==> config.mk <==
export PLATFORM = sky130hd
export DESIGN_NAME = instr_prefetch
export DESIGN_NICKNAME = d
export VERILOG_FILES = /design/src/rtl/instr_prefetch.sv
export SDC_FILE = /design/constraint.sdc
export NUM_CORES = 1
export LEC_CHECK = 0
export BUFFER_PORTS_ARGS = -buffer_cell sky130_fd_sc_hd__buf_4
export CORE_MARGIN = 10
export CORE_UTILIZATION = 60
export DETAILED_ROUTE_END_ITERATION = 7
export PLACE_DENSITY_LB_ADDON = 0.15
export SETUP_SLACK_MARGIN = 0.4
export SYNTH_ARGS = -nofsm -noshare
export SYNTH_HDL_FRONTEND = slang
export SYNTH_SLANG_ARGS = --single-unit
==> constraint.sdc <==
create_clock -name clk -period 18.99 [get_ports clk]
set_clock_uncertainty 0.15 [all_clocks]
set_input_delay 3.798 -clock clk [delete_from_list [all_inputs] [get_ports clk]]
set_output_delay 3.798 -clock clk [all_outputs]
set_load 0.01 [all_outputs]
==> src/rtl/instr_prefetch.sv <==
`default_nettype none
// ============================================================================
// Module   : instr_prefetch
// Purpose  : Instruction fetch unit with a DEPTH-entry sequential prefetch
//            buffer between the CPU fetch stage and an SDRAM read port.
//            Words at consecutive addresses are fetched ahead while the CPU
//            decodes; a fetch whose pc matches the buffer head completes in
//            one cycle, a non-matching pc flushes the buffer and redirects
//            the fetch stream.
// Ports    : clk, reset            - falling-edge clock, async active-high reset
//            pc, req, fin, instr   - CPU fetch handshake
//            sdram_rd_*            - single-outstanding SDRAM read port
//            flush                 - synchronous buffer invalidate
// Revision : 1.0 - initial release
// ============================================================================
module instr_prefetch #(
    parameter int XLEN   = 32,
    parameter int DEPTH  = 4,
    parameter int STRIDE = 4
) (
    input  logic            clk,
    input  logic            reset,
    input  logic [XLEN-1:0] pc,
    input  logic            req,
    output logic            fin,
    output logic [XLEN-1:0] instr,
    output logic            sdram_rd_req,
    input  logic            sdram_rd_fin,
    input  logic [XLEN-1:0] sdram_rd_data,
    output logic [XLEN-1:0] sdram_rd_addr,
    input  logic            flush
);

    localparam int                c_ptr_w  = (DEPTH > 1) ? $clog2(DEPTH) : 1;
    localparam int                c_cnt_w  = c_ptr_w + 1;
    localparam logic [c_cnt_w-1:0] c_full   = c_cnt_w'(DEPTH);
    localparam logic [XLEN-1:0]    c_stride = XLEN'(STRIDE);

    typedef enum logic [1:0] {
        M_IDLE    = 2'd0,
        M_BUSY    = 2'd1,
        M_DISCARD = 2'd2
    } mstate_t;

    typedef enum logic [1:0] {
        C_IDLE = 2'd0,
        C_WAIT = 2'd1,
        C_DONE = 2'd2
    } cstate_t;

    mstate_t              mstate_q, mstate_d;
    cstate_t              cstate_q, cstate_d;
    logic [XLEN-1:0]      fetch_addr_q, fetch_addr_d;
    logic                 stream_valid_q, stream_valid_d;
    logic [c_ptr_w-1:0]   rd_ptr_q, rd_ptr_d;
    logic [c_ptr_w-1:0]   wr_ptr_q, wr_ptr_d;
    logic [c_cnt_w-1:0]   count_q, count_d;
    logic                 fin_q, fin_d;
    logic [XLEN-1:0]      instr_q, instr_d;
    logic                 rd_req_q, rd_req_d;
    logic [XLEN-1:0]      rd_addr_q, rd_addr_d;
    logic [XLEN-1:0]      buf_addr_q [DEPTH];
    logic [XLEN-1:0]      buf_addr_d [DEPTH];
    logic [XLEN-1:0]      buf_data_q [DEPTH];
    logic [XLEN-1:0]      buf_data_d [DEPTH];

    logic                 w_head_valid;
    logic [XLEN-1:0]      w_head_addr;
    logic [XLEN-1:0]      w_head_data;
    logic [XLEN-1:0]      w_pend_addr;
    logic                 w_active;
    logic                 w_hit;
    logic                 w_miss;
    logic                 w_kill;
    logic                 w_push;
    logic                 w_issue;

    always_comb begin
        w_head_valid = (count_q != '0);
        w_head_addr  = buf_addr_q[rd_ptr_q];
        w_head_data  = buf_data_q[rd_ptr_q];
        // Next word the stream will deliver when the buffer is empty: the
        // in-flight read if one is live, otherwise the next issue address.
        w_pend_addr  = (mstate_q == M_BUSY) ? rd_addr_q : fetch_addr_q;
        w_active     = ((cstate_q == C_IDLE) && req) || (cstate_q == C_WAIT);
        w_hit        = w_active && !flush && w_head_valid && (w_head_addr == pc);
        w_miss       = w_active && !flush && !w_hit &&
                       (w_head_valid || !stream_valid_q || (w_pend_addr != pc));
        // A redirect or flush invalidates both buffer contents and any word
        // arriving in the same cycle.
        w_kill       = flush || w_miss;
        w_push       = (mstate_q == M_BUSY) && sdram_rd_fin && !w_kill &&
                       (count_q != c_full);
        // No issue on the redirect edge itself: the new stream address is
        // only in fetch_addr from the next cycle on.
        w_issue      = (mstate_q == M_IDLE) && stream_valid_q && !w_kill &&
                       (count_q != c_full);
    end

    // CPU side
    always_comb begin
        cstate_d = cstate_q;
        fin_d    = w_hit;
        instr_d  = w_hit ? w_head_data : instr_q;
        case (cstate_q)
            C_IDLE:  if (req) cstate_d = w_hit ? C_DONE : C_WAIT;
            C_WAIT:  if (w_hit) cstate_d = C_DONE;
            C_DONE:  cstate_d = C_IDLE;
            default: cstate_d = C_IDLE;
        endcase
    end

    // Prefetch buffer
    always_comb begin
        rd_ptr_d   = rd_ptr_q;
        wr_ptr_d   = wr_ptr_q;
        count_d    = count_q;
        buf_addr_d = buf_addr_q;
        buf_data_d = buf_data_q;
        if (w_kill) begin
            rd_ptr_d = '0;
            wr_ptr_d = '0;
            count_d  = '0;
        end else begin
            if (w_push) begin
                buf_addr_d[wr_ptr_q] = rd_addr_q;
                buf_data_d[wr_ptr_q] = sdram_rd_data;
                wr_ptr_d             = c_ptr_w'(wr_ptr_q + 1'b1);
            end
            if (w_hit) begin
                rd_ptr_d = c_ptr_w'(rd_ptr_q + 1'b1);
            end
            count_d = count_q + c_cnt_w'(w_push) - c_cnt_w'(w_hit);
        end
    end

    // Fetch stream and memory side
    always_comb begin
        stream_valid_d = stream_valid_q;
        fetch_addr_d   = fetch_addr_q;
        mstate_d       = mstate_q;
        rd_req_d       = rd_req_q;
        rd_addr_d      = rd_addr_q;

        if (flush) begin
            stream_valid_d = 1'b0;
        end else if (w_miss) begin
            stream_valid_d = 1'b1;
            fetch_addr_d   = pc;
        end else if (w_issue) begin
            fetch_addr_d   = fetch_addr_q + c_stride;
        end

        case (mstate_q)
            M_IDLE: begin
                if (w_issue) begin
                    mstate_d  = M_BUSY;
                    rd_req_d  = 1'b1;
                    rd_addr_d = fetch_addr_q;
                end
            end
            M_BUSY: begin
                if (sdram_rd_fin) begin
                    mstate_d = M_IDLE;
                    rd_req_d = 1'b0;
                end else if (w_kill) begin
                    mstate_d = M_DISCARD;
                end
            end
            M_DISCARD: begin
                // The controller cannot abort a read; wait it out and drop it.
                if (sdram_rd_fin) begin
                    mstate_d = M_IDLE;
                    rd_req_d = 1'b0;
                end
            end
            default: begin
                mstate_d = M_IDLE;
                rd_req_d = 1'b0;
            end
        endcase
    end

    always_ff @(negedge clk or posedge reset) begin
        if (reset) begin
            mstate_q       <= M_IDLE;
            cstate_q       <= C_IDLE;
            fetch_addr_q   <= '0;
            stream_valid_q <= 1'b0;
            rd_ptr_q       <= '0;
            wr_ptr_q       <= '0;
            count_q        <= '0;
            fin_q          <= 1'b0;
            instr_q        <= '0;
            rd_req_q       <= 1'b0;
            rd_addr_q      <= '0;
            for (int i = 0; i < DEPTH; i++) begin
                buf_addr_q[i] <= '0;
                buf_data_q[i] <= '0;
            end
        end else begin
            mstate_q       <= mstate_d;
            cstate_q       <= cstate_d;
            fetch_addr_q   <= fetch_addr_d;
            stream_valid_q <= stream_valid_d;
            rd_ptr_q       <= rd_ptr_d;
            wr_ptr_q       <= wr_ptr_d;
            count_q        <= count_d;
            fin_q          <= fin_d;
            instr_q        <= instr_d;
            rd_req_q       <= rd_req_d;
            rd_addr_q      <= rd_addr_d;
            buf_addr_q     <= buf_addr_d;
            buf_data_q     <= buf_data_d;
        end
    end

    assign fin           = fin_q;
    assign instr         = instr_q;
    assign sdram_rd_req  = rd_req_q;
    assign sdram_rd_addr = rd_addr_q;

endmodule
`default_nettype wire
==> flow_metrics.py <==
metrics = {
    "grt": {
        "antenna_found_initial": 0,
        "grt_pass1_wl_um": 66960,
        "grt_pass1_vias": 12010,
        "grt_util_all_layers_pct": 23.15,
        "grt_overflow": 0,
        "grt_max_degree": 136,
    },
    "layout": {
        "antenna_cells": 0,
        "multi_input_area_um2": 8064,
        "syn_to_final_growth_pct": 14.73,
        "fill_cells": 2058,
        "drive_gt1_share_pct": 40.67,
        "final_nets": 1486,
        "seq_area_um2": 9159,
    },
    "drt": {
        "num_vias": 10930,
        "dr.pass1.iters": 6,
        "wl_per_cell_um": 22.90,
        "drc": 0,
        "vias_per_cell": 6.020,
        "drt_iter0_markers": 662,
        "detail-route-antenna-nets": 0,
        "wl_um": 41570,
    },
    "sta": {
        "drv_slew": 0,
        "rsz0062_at_grt": "false",
        "maxSlewHeadroom_pct": 24.01,
        "hold_viol": 0,
        "tightest_slew_ps": 1140,
        "tns_ps": 0,
        "finalSetupViolations": 0,
    },
    "worst_setup_path": {
        "startpoint": "pc[17]",
        "critical_path_required_ps": 9720,
        "start_kind": "primary input",
        "worstSetupEndpointType": "flop",
        "critical_path_class": "primary input to flop",
        "cp_data_arrival_time_ps": 7380,
        "worstReg2RegStart": "rd_ptr_q[1]",
        "worstPathMaxFanout": 43,
    },
    "synthesis": {
        "ys_top_cells_by_area": "dfrtn_1 (52%), mux2_2 (15%), mux4_2 (6.9%)",
        "synth_area_um2": 17620,
        "seq_area_frac_synth_pct": 51.99,
        "avgSynthCellArea_um2": 13.69,
        "synth_warnings": 0,
        "synth_edf_count": 0,
        "synth_area_leader_cell": "dfrtn_1",
        "yosysMostFrequentCell": "dfrtn_1",
        "synth_fp_nets": 1368,
        "synth.distinct_cells": 58,
        "asyncSetResetFlopFracSynth_pct": 100.0,
        "yosysTopAreaCellShare_pct": 51.99,
        "synth_common_cells": "dfrtn_1 (366), mux2_2 (240), nand2_1 (151), xnor2_1 (67), mux2_4 (60)",
        "ys_ff_latch": 366,
        "ys.flop_type": "dfrtn_1",
        "synth_cells": 1287,
    },
    "cts": {
        "htreeDepth": 2,
        "ctsHoldBuffers": 0,
        "clkTransAtPathRegs_ps": 50,
        "cts_setup_buffers": 0,
        "clock_path_buffers": 3,
        "cts_tree": "done",
        "cts_buffers": 38,
        "clkSinkCount": 366,
        "clk_latency_ps": 540,
        "root_buffer": "clkbuf_16",
        "postCtsResizedCells": 0,
    },
    "floorplanning": {
        "io_pins": 135,
        "fp.dieArea_um2": 36610,
        "die_width_um": 191.3,
        "placementRows": 62,
        "core_um2": 28860,
        "start_util_pct": 61.04,
        "die_h_um": 191.3,
    },
    "status": {
        "status": "finished clean",
    },
    "power_and_ir_drop": {
        "power_mw": 2.346,
        "ir_worst_vdd_uv": 107.8,
        "p_per_area_nw_per_um2": 116.1,
        "p_leak_nw": 9.596,
    },
    "placed_design": {
        "portBuffers": 134,
        "gp_congestion": 0.8889,
        "place_hpwl_um": 27170,
    },
    "run": {
        "maxCapViolations": 0,
    },
    "min_path": {
        "hp-start": "instr[6]",
        "hold_class": "flop to flop",
    },
}
per-stage QoR:
stage               hold WS, ps  instances  setup WS (ps)  cell area, um2  util (%)
finish                    265.3       1815           2338           20210     70.04
global placement          263.3       1749           1931           18900     65.50
CTS                       266.9       1815           2372           20210     70.04
global route              282.4       1815           2261           20210     70.04
detailed placement        267.0       1749           1876           18900     65.50
floorplan                 278.0       1287          818.8           17620         -
state kept, by name, summed over array words and instances, names as in the netlist, 2 cells and up:
register and flops:
buf_addr_q 128, buf_data_q 128, fetch_addr_q 32, instr 32, sdram_rd_addr 32, count_q 3, cstate_q 2, mstate_q 2
rd_ptr_q 2, wr_ptr_q 2
cell families after synthesis:
group | count (synthesis) | synth area share (%)
adder cells (fa/ha/maj) | 12 | 0.8949
flip-flops | 366 | 51.99
XOR/XNOR | 94 | 4.716
buffers and inverters | 86 | 2.614
multiplexers | 408 | 30.43
AO/OA/AOI/OAI | 66 | 2.628
AND/OR/NAND/NOR | 255 | 6.726
layer usage:
metal	up-vias	GRT usage, %	wire length (um)
met1	5749	30.97	17880
met4	0	6.881	1040
met2	256	37.96	20600
met3	77	4.173	2050
met5	-	0	0
li1	4845	-	-
worst paths after layout:
kind,end,slack (ps),cells past startpoint
min reg2reg,instr[6],270,2
min,instr[6],270,2
min in group asynchronous,buf_addr_q[36],12730,2
max,buf_addr_q[38],2340,9
max in group asynchronous,buf_data_q[9],4640,3
max reg2reg,buf_addr_q[38],12670,11
power by group:
part           internal (mW)  leakage [nW]  total (mW)  switching [mW]
sequential             0.916          4.89        1.04           0.119
combinational          0.286          4.07       0.531           0.245
clock                  0.467         0.642       0.779           0.312
worst max-delay path, cell delays in order:
cell and delay, ps:
buf_4 140, a222oi_1 480, o2111ai_1 180, nor4_2 660, and4_4 430, nor3_4 80, or3_4 630, buf_4 500
mux2_4 410
final cells by class:
type / instances / area share [%]
Clock buffer: 53 / 5.535
Clock inverter: 13 / 0.9348
Inverter: 16 / 0.3157
Multi-Input combinational cell: 835 / 39.90
Sequential cell: 366 / 45.32
Tap cell: 384 / 2.377
Timing Repair Buffer: 148 / 5.621
cell usage in the layout, fill, tap and decap left out, types with 5 or more instances in the layout:
cell,count
mux4_2,54
mux2_4,60
clkbuf_16,39
nor2_1,20
clkbuf_8,9
o21ai_0,34
ha_1,10
mux2i_1,54
clkinv_2,5
dfrtn_1,366
and2_1,6
inv_1,15
buf_4,146
nand2_1,151
xor2_1,26
nor4_1,7
clkbuf_1,5
xnor2_1,67
and3_1,8
nand4_1,15
nand3_1,16
mux2_2,240
Power figures use the tool's default switching activity.
